==> config.mk <==
export PLATFORM = sky130hd
export DESIGN_NAME = mul_div_unit
export DESIGN_NICKNAME = d
export VERILOG_FILES = /design/src/rtl/muldiv_pkg.sv /design/src/rtl/muldiv_step.sv /design/src/rtl/mul_div_unit.sv
export SDC_FILE = /design/constraint.sdc
export NUM_CORES = 1
export LEC_CHECK = 0
export CORE_MARGIN = 3
export CORE_UTILIZATION = 55
export DETAILED_ROUTE_END_ITERATION = 7
export DONT_BUFFER_PORTS = 1
export PLACE_DENSITY_LB_ADDON = 0.1
export RECOVER_POWER = 50
export SLEW_MARGIN = 20
export SYNTH_ARGS = -nofsm -noshare
export SYNTH_HDL_FRONTEND = slang
export SYNTH_SLANG_ARGS = --single-unit
export TNS_END_PERCENT = 100
==> constraint.sdc <==
create_clock -name Clock -period 8.65 [get_ports Clock]
set_input_delay 1.73 -clock Clock [delete_from_list [all_inputs] [get_ports Clock]]
set_output_delay 1.73 -clock Clock [all_outputs]
set_load 0.01 [all_outputs]
==> src/rtl/muldiv_pkg.sv <==
// Shared types for the multicycle multiply/divide unit.
// Operation encoding matches the controller's Op field; state encoding is exposed for debug.
package muldiv_pkg;

  typedef enum logic [1:0] {
    MULT  = 2'b00,
    MULTU = 2'b01,
    DIV   = 2'b10,
    DIVU  = 2'b11
  } muldiv_op_t;

  typedef enum logic [1:0] {
    IDLE = 2'b00,
    CALC = 2'b01,
    FIX  = 2'b10
  } muldiv_state_t;

endpackage

==> src/rtl/muldiv_step.sv <==
// One iteration of the magnitude datapath: shift-add multiply or restoring divide.
// The divide branch exists only when MULDIV_DIV_EN is defined.
module muldiv_step #(
  parameter int WIDTH = 32
) (
`ifdef MULDIV_DIV_EN
  input  logic             isDiv,
`endif
  input  logic [WIDTH-1:0] accHi,
  input  logic [WIDTH-1:0] accLo,
  input  logic [WIDTH-1:0] operand,
  output logic [WIDTH-1:0] nextHi,
  output logic [WIDTH-1:0] nextLo
);

  logic [WIDTH:0] sum;
`ifdef MULDIV_DIV_EN
  logic [WIDTH:0]   shifted;
  logic [WIDTH-1:0] diff;
  logic             fits;
`endif

  always_comb begin
    // Multiply: accLo holds the remaining multiplier bits, product grows in from the top.
    sum    = {1'b0, accHi} + (accLo[0] ? {1'b0, operand} : '0);
    nextHi = sum[WIDTH:1];
    nextLo = {sum[0], accLo[WIDTH-1:1]};
`ifdef MULDIV_DIV_EN
    shifted = {accHi, accLo[WIDTH-1]};
    fits    = shifted >= {1'b0, operand};
    // Remainder stays below the divisor, so the trial difference fits in WIDTH bits.
    diff    = shifted[WIDTH-1:0] - operand;
    if (isDiv) begin
      nextHi = fits ? diff : shifted[WIDTH-1:0];
      nextLo = {accLo[WIDTH-2:0], fits};
    end
`endif
  end

endmodule

==> src/rtl/mul_div_unit.sv <==
// Multicycle signed/unsigned multiply/divide unit with HI/LO registers for the MIPS core.
// Divide support is compiled in only when MULDIV_DIV_EN is defined.
module mul_div_unit
  import muldiv_pkg::*;
#(
  parameter int WIDTH = 32
) (
  input  logic          Clock,
  input  logic          Reset,
  input  logic          Start,
  input  muldiv_op_t    Op,
  input  logic [WIDTH-1:0] OperandA,
  input  logic [WIDTH-1:0] OperandB,
  input  logic          WriteHi,
  input  logic          WriteLo,
  input  logic [WIDTH-1:0] WriteData,
  output logic          Busy,
  output logic          Done,
  output logic          DivZero,
  output logic [WIDTH-1:0] Hi,
  output logic [WIDTH-1:0] Lo,
  output muldiv_state_t DebugState
);

  // Handshake: Start is taken only while Busy is low; Busy stays high until the
  // cycle Done pulses, and Hi/Lo are valid from that Done cycle onward.

  localparam int CW = $clog2(WIDTH) + 1;
  localparam logic [CW-1:0] LastCount = CW'(WIDTH - 1);

  muldiv_state_t state, nextState;
  logic [CW-1:0]    count;
  logic [WIDTH-1:0] accHi, accLo, operandReg;
  logic [WIDTH-1:0] stepHi, stepLo;
  logic             signA, signB, skipFix;
  logic             signedOp, skipStart;
  logic [WIDTH-1:0] absA, absB;
  logic [2*WIDTH-1:0] product;
`ifdef MULDIV_DIV_EN
  logic             opIsDiv;
  logic [WIDTH-1:0] quotient, remainder;
`endif

  assign signedOp = ~Op[0];
  assign absA = (signedOp && OperandA[WIDTH-1]) ? -OperandA : OperandA;
  assign absB = (signedOp && OperandB[WIDTH-1]) ? -OperandB : OperandB;
`ifdef MULDIV_DIV_EN
  assign skipStart = Op[1] && (OperandB == '0);
`else
  assign skipStart = Op[1];
`endif

  assign Busy       = (state != IDLE);
  assign DebugState = state;

  muldiv_step #(.WIDTH(WIDTH)) step (
`ifdef MULDIV_DIV_EN
    .isDiv   (opIsDiv),
`endif
    .accHi   (accHi),
    .accLo   (accLo),
    .operand (operandReg),
    .nextHi  (stepHi),
    .nextLo  (stepLo)
  );

  always_comb begin
    product = (signA ^ signB) ? -{accHi, accLo} : {accHi, accLo};
`ifdef MULDIV_DIV_EN
    // Truncating division: quotient sign from both operands, remainder follows the dividend.
    quotient  = (signA ^ signB) ? -accLo : accLo;
    remainder = signA ? -accHi : accHi;
`endif
  end

  always_ff @(posedge Clock or posedge Reset) begin
    if (Reset) state <= IDLE;
    else       state <= nextState;
  end

  always_comb begin
    nextState = state;
    case (state)
      IDLE:    if (Start) nextState = skipStart ? FIX : CALC;
      CALC:    if (count == LastCount) nextState = FIX;
      FIX:     nextState = IDLE;
      default: nextState = IDLE;
    endcase
  end

  always_ff @(posedge Clock or posedge Reset) begin
    if (Reset) begin
      count      <= '0;
      accHi      <= '0;
      accLo      <= '0;
      operandReg <= '0;
      signA      <= 1'b0;
      signB      <= 1'b0;
      skipFix    <= 1'b0;
`ifdef MULDIV_DIV_EN
      opIsDiv    <= 1'b0;
`endif
      Done       <= 1'b0;
      DivZero    <= 1'b0;
      Hi         <= '0;
      Lo         <= '0;
    end else begin
      Done    <= 1'b0;
      DivZero <= 1'b0;
      case (state)
        IDLE: begin
          if (WriteHi) Hi <= WriteData;
          if (WriteLo) Lo <= WriteData;
          if (Start) begin
            accHi      <= '0;
            accLo      <= absA;
            operandReg <= absB;
            signA      <= signedOp & OperandA[WIDTH-1];
            signB      <= signedOp & OperandB[WIDTH-1];
            skipFix    <= skipStart;
            count      <= '0;
`ifdef MULDIV_DIV_EN
            opIsDiv    <= Op[1];
`endif
          end
        end
        CALC: begin
          accHi <= stepHi;
          accLo <= stepLo;
          count <= count + 1'b1;
        end
        FIX: begin
          Done <= 1'b1;
`ifdef MULDIV_DIV_EN
          if (skipFix) begin
            DivZero <= 1'b1;
          end else if (opIsDiv) begin
            Hi <= remainder;
            Lo <= quotient;
          end else begin
            {Hi, Lo} <= product;
          end
`else
          if (!skipFix) {Hi, Lo} <= product;
`endif
        end
        default: ;
      endcase
    end
  end

endmodule

==> Word-level counts from Yosys, hierarchy flattened <==
Cells that the tools add are included.
{ "classes": {"n_reduce_logical": 11, "add_sub_neg": 5, "n_bitwise": 4, "eq_ne": 8, "n_mux": 21} }
{ "op_table": {"columns": ["operator", "count"], "rows": [
  ["32-bit 2-to-1 mux", 9],
  ["32-bit one-hot mux with 2 select lines", 4],
  ["64-bit 2-to-1 mux", 1],
  ["32-bit negation", 2],
  ["64-bit negation", 1],
  ["32-bit by 33-bit adder with 33-bit output", 1],
  ["6-bit one-hot mux with 2 select lines", 1],
  ["2-bit inequality test (second input constant)", 5],
  ["6-bit by 1-bit adder with 6-bit output (second input constant)", 1],
  ["6-bit by 5-bit equality test with 1-bit output (second input constant)", 1],
  ["2-bit 2-to-1 mux", 3],
  ["6-bit 2-to-1 mux", 1],
  ["2-bit AND reduction", 3],
  ["3-bit AND reduction", 2],
  ["2-bit nonzero test", 3],
  ["2-bit one-hot mux with 2 select lines", 1],
  ["1-bit AND", 2],
  ["2-bit by 1-bit equality test with 1-bit output (second input constant)", 1],
  ["2-bit equality test (second input constant)", 1],
  ["1-bit logical AND", 2],
  ["2-bit logical NOT", 1],
  ["1-bit 2-to-1 mux", 1],
  ["1-bit NOT", 1],
  ["1-bit XOR", 1]
]} }
{ "totals": {"regBits": 172, "wordCells": 60} }

==> Depth between registers and ports, before layout <==
{ "logic_depth": {"word_depth": 5, "mapped_depth": 13, "mapped_depth_nobuf": 12} }

==> Modules after synthesis <==
A second synthesis with hierarchy kept.
{ "unflattened": {"hier_cells": 1520, "hier_area_um2": 12285.5} }
{ "by_module_without_submodules": {"columns": ["mod", "cells_per_inst", "n_inst", "area_each_um2"], "rows": [
  ["mul_div_unit", 1225, 1, 10098.4],
  ["muldiv_step", 295, 1, 2187.1]
]} }

==> Least setup slack after synthesis <==
Ideal clock, no wire load.
{ "synth_path": {"path_kind": "input to register", "from": "in OperandA[10]", "to": "reg accLo[22]", "t_arrival_ps": 3674, "n_path_buf": 0, "setup_slack_ps": 4847, "path_stages": 8, "cell_sequence": "or4_1 > or3_1 > nor3_1 > nand2_1 > nor2_1 > a2111oi_0 > a41oi_1 > nand3_1"} }
{ "synth_via": {"elab_chain_cells": 4} }
{ "synth_lines": {"columns": ["item", "line", "text"], "rows": [
  ["start: declaration", "mul_div_unit.sv:12", "input logic [WIDTH-1:0] OperandA,"],
  ["32-bit negation", "mul_div_unit.sv:45", "assign absA = (signedOp && OperandA[WIDTH-1]) ? -OperandA : OperandA;"],
  ["32-bit 2-to-1 mux", "mul_div_unit.sv:45", null],
  ["32-bit 2-to-1 mux", "mul_div_unit.sv:114", "if (Start) begin"],
  ["32-bit one-hot mux with 2 select lines", "mul_div_unit.sv:110", "case (state)"],
  ["end signal: assignment", "mul_div_unit.sv:116", "accLo <= absA;"],
  ["end signal: assignment", "mul_div_unit.sv:129", "accLo <= stepLo;"],
  ["end: declaration", "mul_div_unit.sv:33", "logic [WIDTH-1:0] accHi, accLo, operandReg;"]
]} }
Every way passes these cells. The select of a mux whose other input is x is not followed.
A chain may end at the register's enable or synchronous reset.

==> Worst setup path after layout <==
{ "layout_path": {"from": "in Start", "to": "reg accLo[22]"} }
{ "layout_via": {"elab_chain_cells": 2} }
{ "layout_lines": {"columns": ["item", "line", "text"], "rows": [
  ["start: declaration", "mul_div_unit.sv:10", "input logic Start,"],
  ["2-bit inequality test (no line)", null, null],
  ["2-bit AND reduction (no line)", null, null]
]} }
Every way passes these cells.

==> results.sh <==
export IMPL_max_cap_violations=6
export IMPL_synth_top_area_share_pct=37.1
export IMPL_grt_overflow=0
export IMPL_place_port_buffers=0
export IMPL_clockBufferDepth=2
export IMPL_peakVddDrop_mv=0.174
export IMPL_die_w_um=151
export IMPL_synth_adder_area_share_pct=4.05
export IMPL_hpwl_um=26400
export IMPL_cp_cell_sequence="nand2_1, clkbuf_1, a2111oi_0, a41oi_1, nand3_1"
export IMPL_numCtsBuffers=17
export IMPL_worstPathMaxFanout=59
export IMPL_finalNetCount=1508
export IMPL_end_kind="flip-flop"
export IMPL_stdcell_count=1651
export IMPL_fin_skew_ns=0.0179
export IMPL_yosysMostFrequentCell="dfrtp_1"
export IMPL_synthTopCellsByCount="172 x dfrtp_1, 167 x nand2_1, 160 x o21ai_0"
export IMPL_tns_ns=0
export IMPL_synth_area_per_cell_um2=8.16
export IMPL_rsz0062_at_grt="false"
export IMPL_fill_cells=1892
export IMPL_cpPeakStageDelay_ns=1.86
export IMPL_final_area_mm2=0.0123
export IMPL_synth_xor_area_share_pct=10.0
export IMPL_hp_class="flip-flop to flip-flop"
export IMPL_clk_latency_ns=0.45
export IMPL_synthTopCellsByArea="dfrtp_1 37%, o21ai_0 6.9%, xnor2_1 6.5%, nand2_1 5.4%, a21oi_1 4.9%"
export IMPL_wl_um=35200
export IMPL_synth_nets=1561
export IMPL_synth_compound_area_share_pct=23.3
export IMPL_start_util_pct=56.6
export IMPL_hold_ws_ns=0.476
export IMPL_core_area_mm2=0.0205
export IMPL_r2r_slack_ns=3.96
export IMPL_area_growth_pct=6.31
export IMPL_final_min_clock_period_ns=5.05
export IMPL_reg2reg_from="DebugState[0]"
export IMPL_netlist_area_mm2=0.0116
export IMPL_clk_pin_slew_ns=0.08
export IMPL_cp_data_arrival_time_ns=5.39
export IMPL_die_h_um=151
export IMPL_grt_max_degree=101
export IMPL_cts_root_buf="clkbuf_16"
export IMPL_synth_distinct_cells=66
export IMPL_rows=52
export IMPL_cp_endpoint="accLo[22]"
export IMPL_grt_pass1_wl_um=54100
export IMPL_setup_viol=0
export IMPL_r2r_cells=6
export IMPL_place_area_mm2=0.0117
export IMPL_drt_iter0_drc=1001
export IMPL_cts_hold_buf=0
export IMPL_crit_start="Start"
export IMPL_place_congestion=0.951
export IMPL_grt_util_all_layers_pct=30.8
export IMPL_powerDensity_mw_per_mm2=403
export IMPL_die_area_mm2=0.0229
export IMPL_post_cts_buffers=0
export IMPL_final_antenna_net_count=0
export IMPL_diodes=0
export IMPL_p_leak_nw=5.09
export IMPL_wire_per_inst_um=21.3
export IMPL_post_route_util_pct=60.2
export IMPL_drv_slew=323
export IMPL_timing_worst_setup_path_type="input port to flip-flop"
export IMPL_synth_edf_count=0
export IMPL_r2r_end="accLo[22]"
export IMPL_post_route_period_util_pct=58.4
export IMPL_ys_seq_elements=172
export IMPL_htree_num_levels=4
export IMPL_drcViolationCount=0
export IMPL_synth_async_reset_ratio_pct=100
export IMPL_critical_path_required_ns=8.98
export IMPL_yosys_area_top_type="dfrtp_1"
export IMPL_boundaryPins=172
export IMPL_vias=10500
export IMPL_yosys_warnings=0
export IMPL_status="complete, but fails checks"
export IMPL_cts_tree="built"
export IMPL_synthCells=1421
export IMPL_tightest_slew_ns=4.45
export IMPL_yosys_mux_area_fraction_pct=0.345
export IMPL_first_pass_iters=5
export IMPL_antenna_found_initial=0
export IMPL_ctsResizeCount=0
export IMPL_first_global_vias=9352
export IMPL_layout_drive_gt1_share_pct=4.71
export IMPL_synthSimpleGateAreaFrac_pct=21.3
export IMPL_drt_vias_per_instance=6.33
export IMPL_clock_fmax_mhz=198
export IMPL_hold_viol_final=0
export IMPL_slowest_stage="clkbuf_1"
export IMPL_seq_area_frac_synth_pct=37.1
export IMPL_dpl_cell_count=1619
export IMPL_violations="max-capacitance violations, max-slew violations"
export IMPL_cts_sinks=172
export IMPL_cp_start_kind="input port"
export IMPL_synth_top_family_by_area="compound AO/OA/AOI/OAI gates"
export IMPL_synth_ff_type="dfrtp_1"
export IMPL_relSlewSlack_pct=-198
sequential cells by signal, indices dropped and copies added, names as in the netlist:
| name | flops |
|---|---|
| Lo | 32 |
| signB | 1 |
| count | 6 |
| signA | 1 |
| operandReg | 32 |
| Hi | 32 |
| Done | 1 |
| skipFix | 1 |
| accLo | 32 |
| accHi | 32 |
| DebugState | 2 |
power by group:
part           switching [W]  total [W]  internal [W]
Clock               0.000389   0.000807      0.000419
Sequential          0.000569    0.00175       0.00118
Combinational        0.00148    0.00241      0.000927
Total                0.00244    0.00497       0.00253
placed cells by master, fill, tap and decap left out, drive strengths merged, types with 4 or more instances in the layout:
| cell type | instances |
|---|---|
| nand2 | 167 |
| inv | 40 |
| o211ai | 5 |
| or2 | 4 |
| nor4 | 24 |
| or3 | 20 |
| nor3 | 32 |
| and3 | 9 |
| nand4b | 4 |
| a21oi | 114 |
| a211oi | 10 |
| o21bai | 5 |
| clkbuf | 20 |
| a22o | 10 |
| o21a | 5 |
| a22oi | 21 |
| a31oi | 21 |
| o21ai | 161 |
| xor2 | 47 |
| ha | 36 |
| xnor2 | 86 |
| o221ai | 7 |
| nor2b | 10 |
| a21o | 13 |
| nand3 | 28 |
| clkinv | 6 |
| mux2i | 4 |
| o41ai | 6 |
| nand4 | 13 |
| or4 | 8 |
| a221oi | 13 |
| nand3b | 4 |
| and2 | 38 |
| buf | 8 |
| nor2 | 134 |
| dfrtp | 172 |
| a41oi | 4 |
| nand2b | 12 |
| o31ai | 33 |
worst max-delay path, delay by kind of cell:
kind,cells,cell delay (ns)
compound gates,2,0.49
buf+inv,1,1.86
simple gates,2,1.28
per-layer routing:
metal  vias up  wire (um)  global-route usage [%]
met5         -          0                       0
met4         0        673                    8.39
met3        40       3280                    6.67
met2       435      14800                    43.7
met1      4988      16400                    47.1
li1       4992          -                       -
stage by stage:
step / worst slack, ns / power (W)
3_5_place_dp: 4.45 / 0.00412
4_1_cts: 4.61 / 0.00493
5_1_grt: 3.02 / 0.00533
6_report: 3.60 / 0.00497
3_3_place_gp: 4.51 / 0.00408
2_1_floorplan: 2.26 / 0.00339
layout make-up:
| cell class | count | area [um2] | area share [%] |
|---|---|---|---|
| inverters | 34 | 129 | 1.04 |
| clock inverters | 15 | 194 | 1.57 |
| multi-input cells | 1132 | 6870 | 55.7 |
| clock buffers | 17 | 425 | 3.45 |
| flip-flops and latches | 172 | 4300 | 34.9 |
| repair buffers | 11 | 71.3 | 0.578 |
| well taps | 270 | 338 | 2.74 |
how the worst min path moves through the flow:
stage              startpoint              to  slack [ns]  cells after the start
5_1_grt        operandReg[15]  operandReg[15]        0.50                      2
3_3_place_gp   operandReg[24]  operandReg[24]        0.45                      2
4_1_cts        operandReg[30]  operandReg[30]        0.48                      2
6_report       operandReg[15]  operandReg[15]        0.48                      2
3_5_place_dp   operandReg[19]  operandReg[19]        0.46                      2
2_1_floorplan         skipFix         skipFix        0.44                      2
kinds of logic (layout without fill, tap and decap cells):
kind of cell	Yosys count	after routing
and+or+nand+nor	512	512
AOI/OAI and AO/OA	445	445
DFF	172	172
xor gates and xnor gates	133	133
buffers and inverters	117	77
adders and majority gates	37	37
muxes	4	4
other	1	1
(Power assumes the default switching activity.)
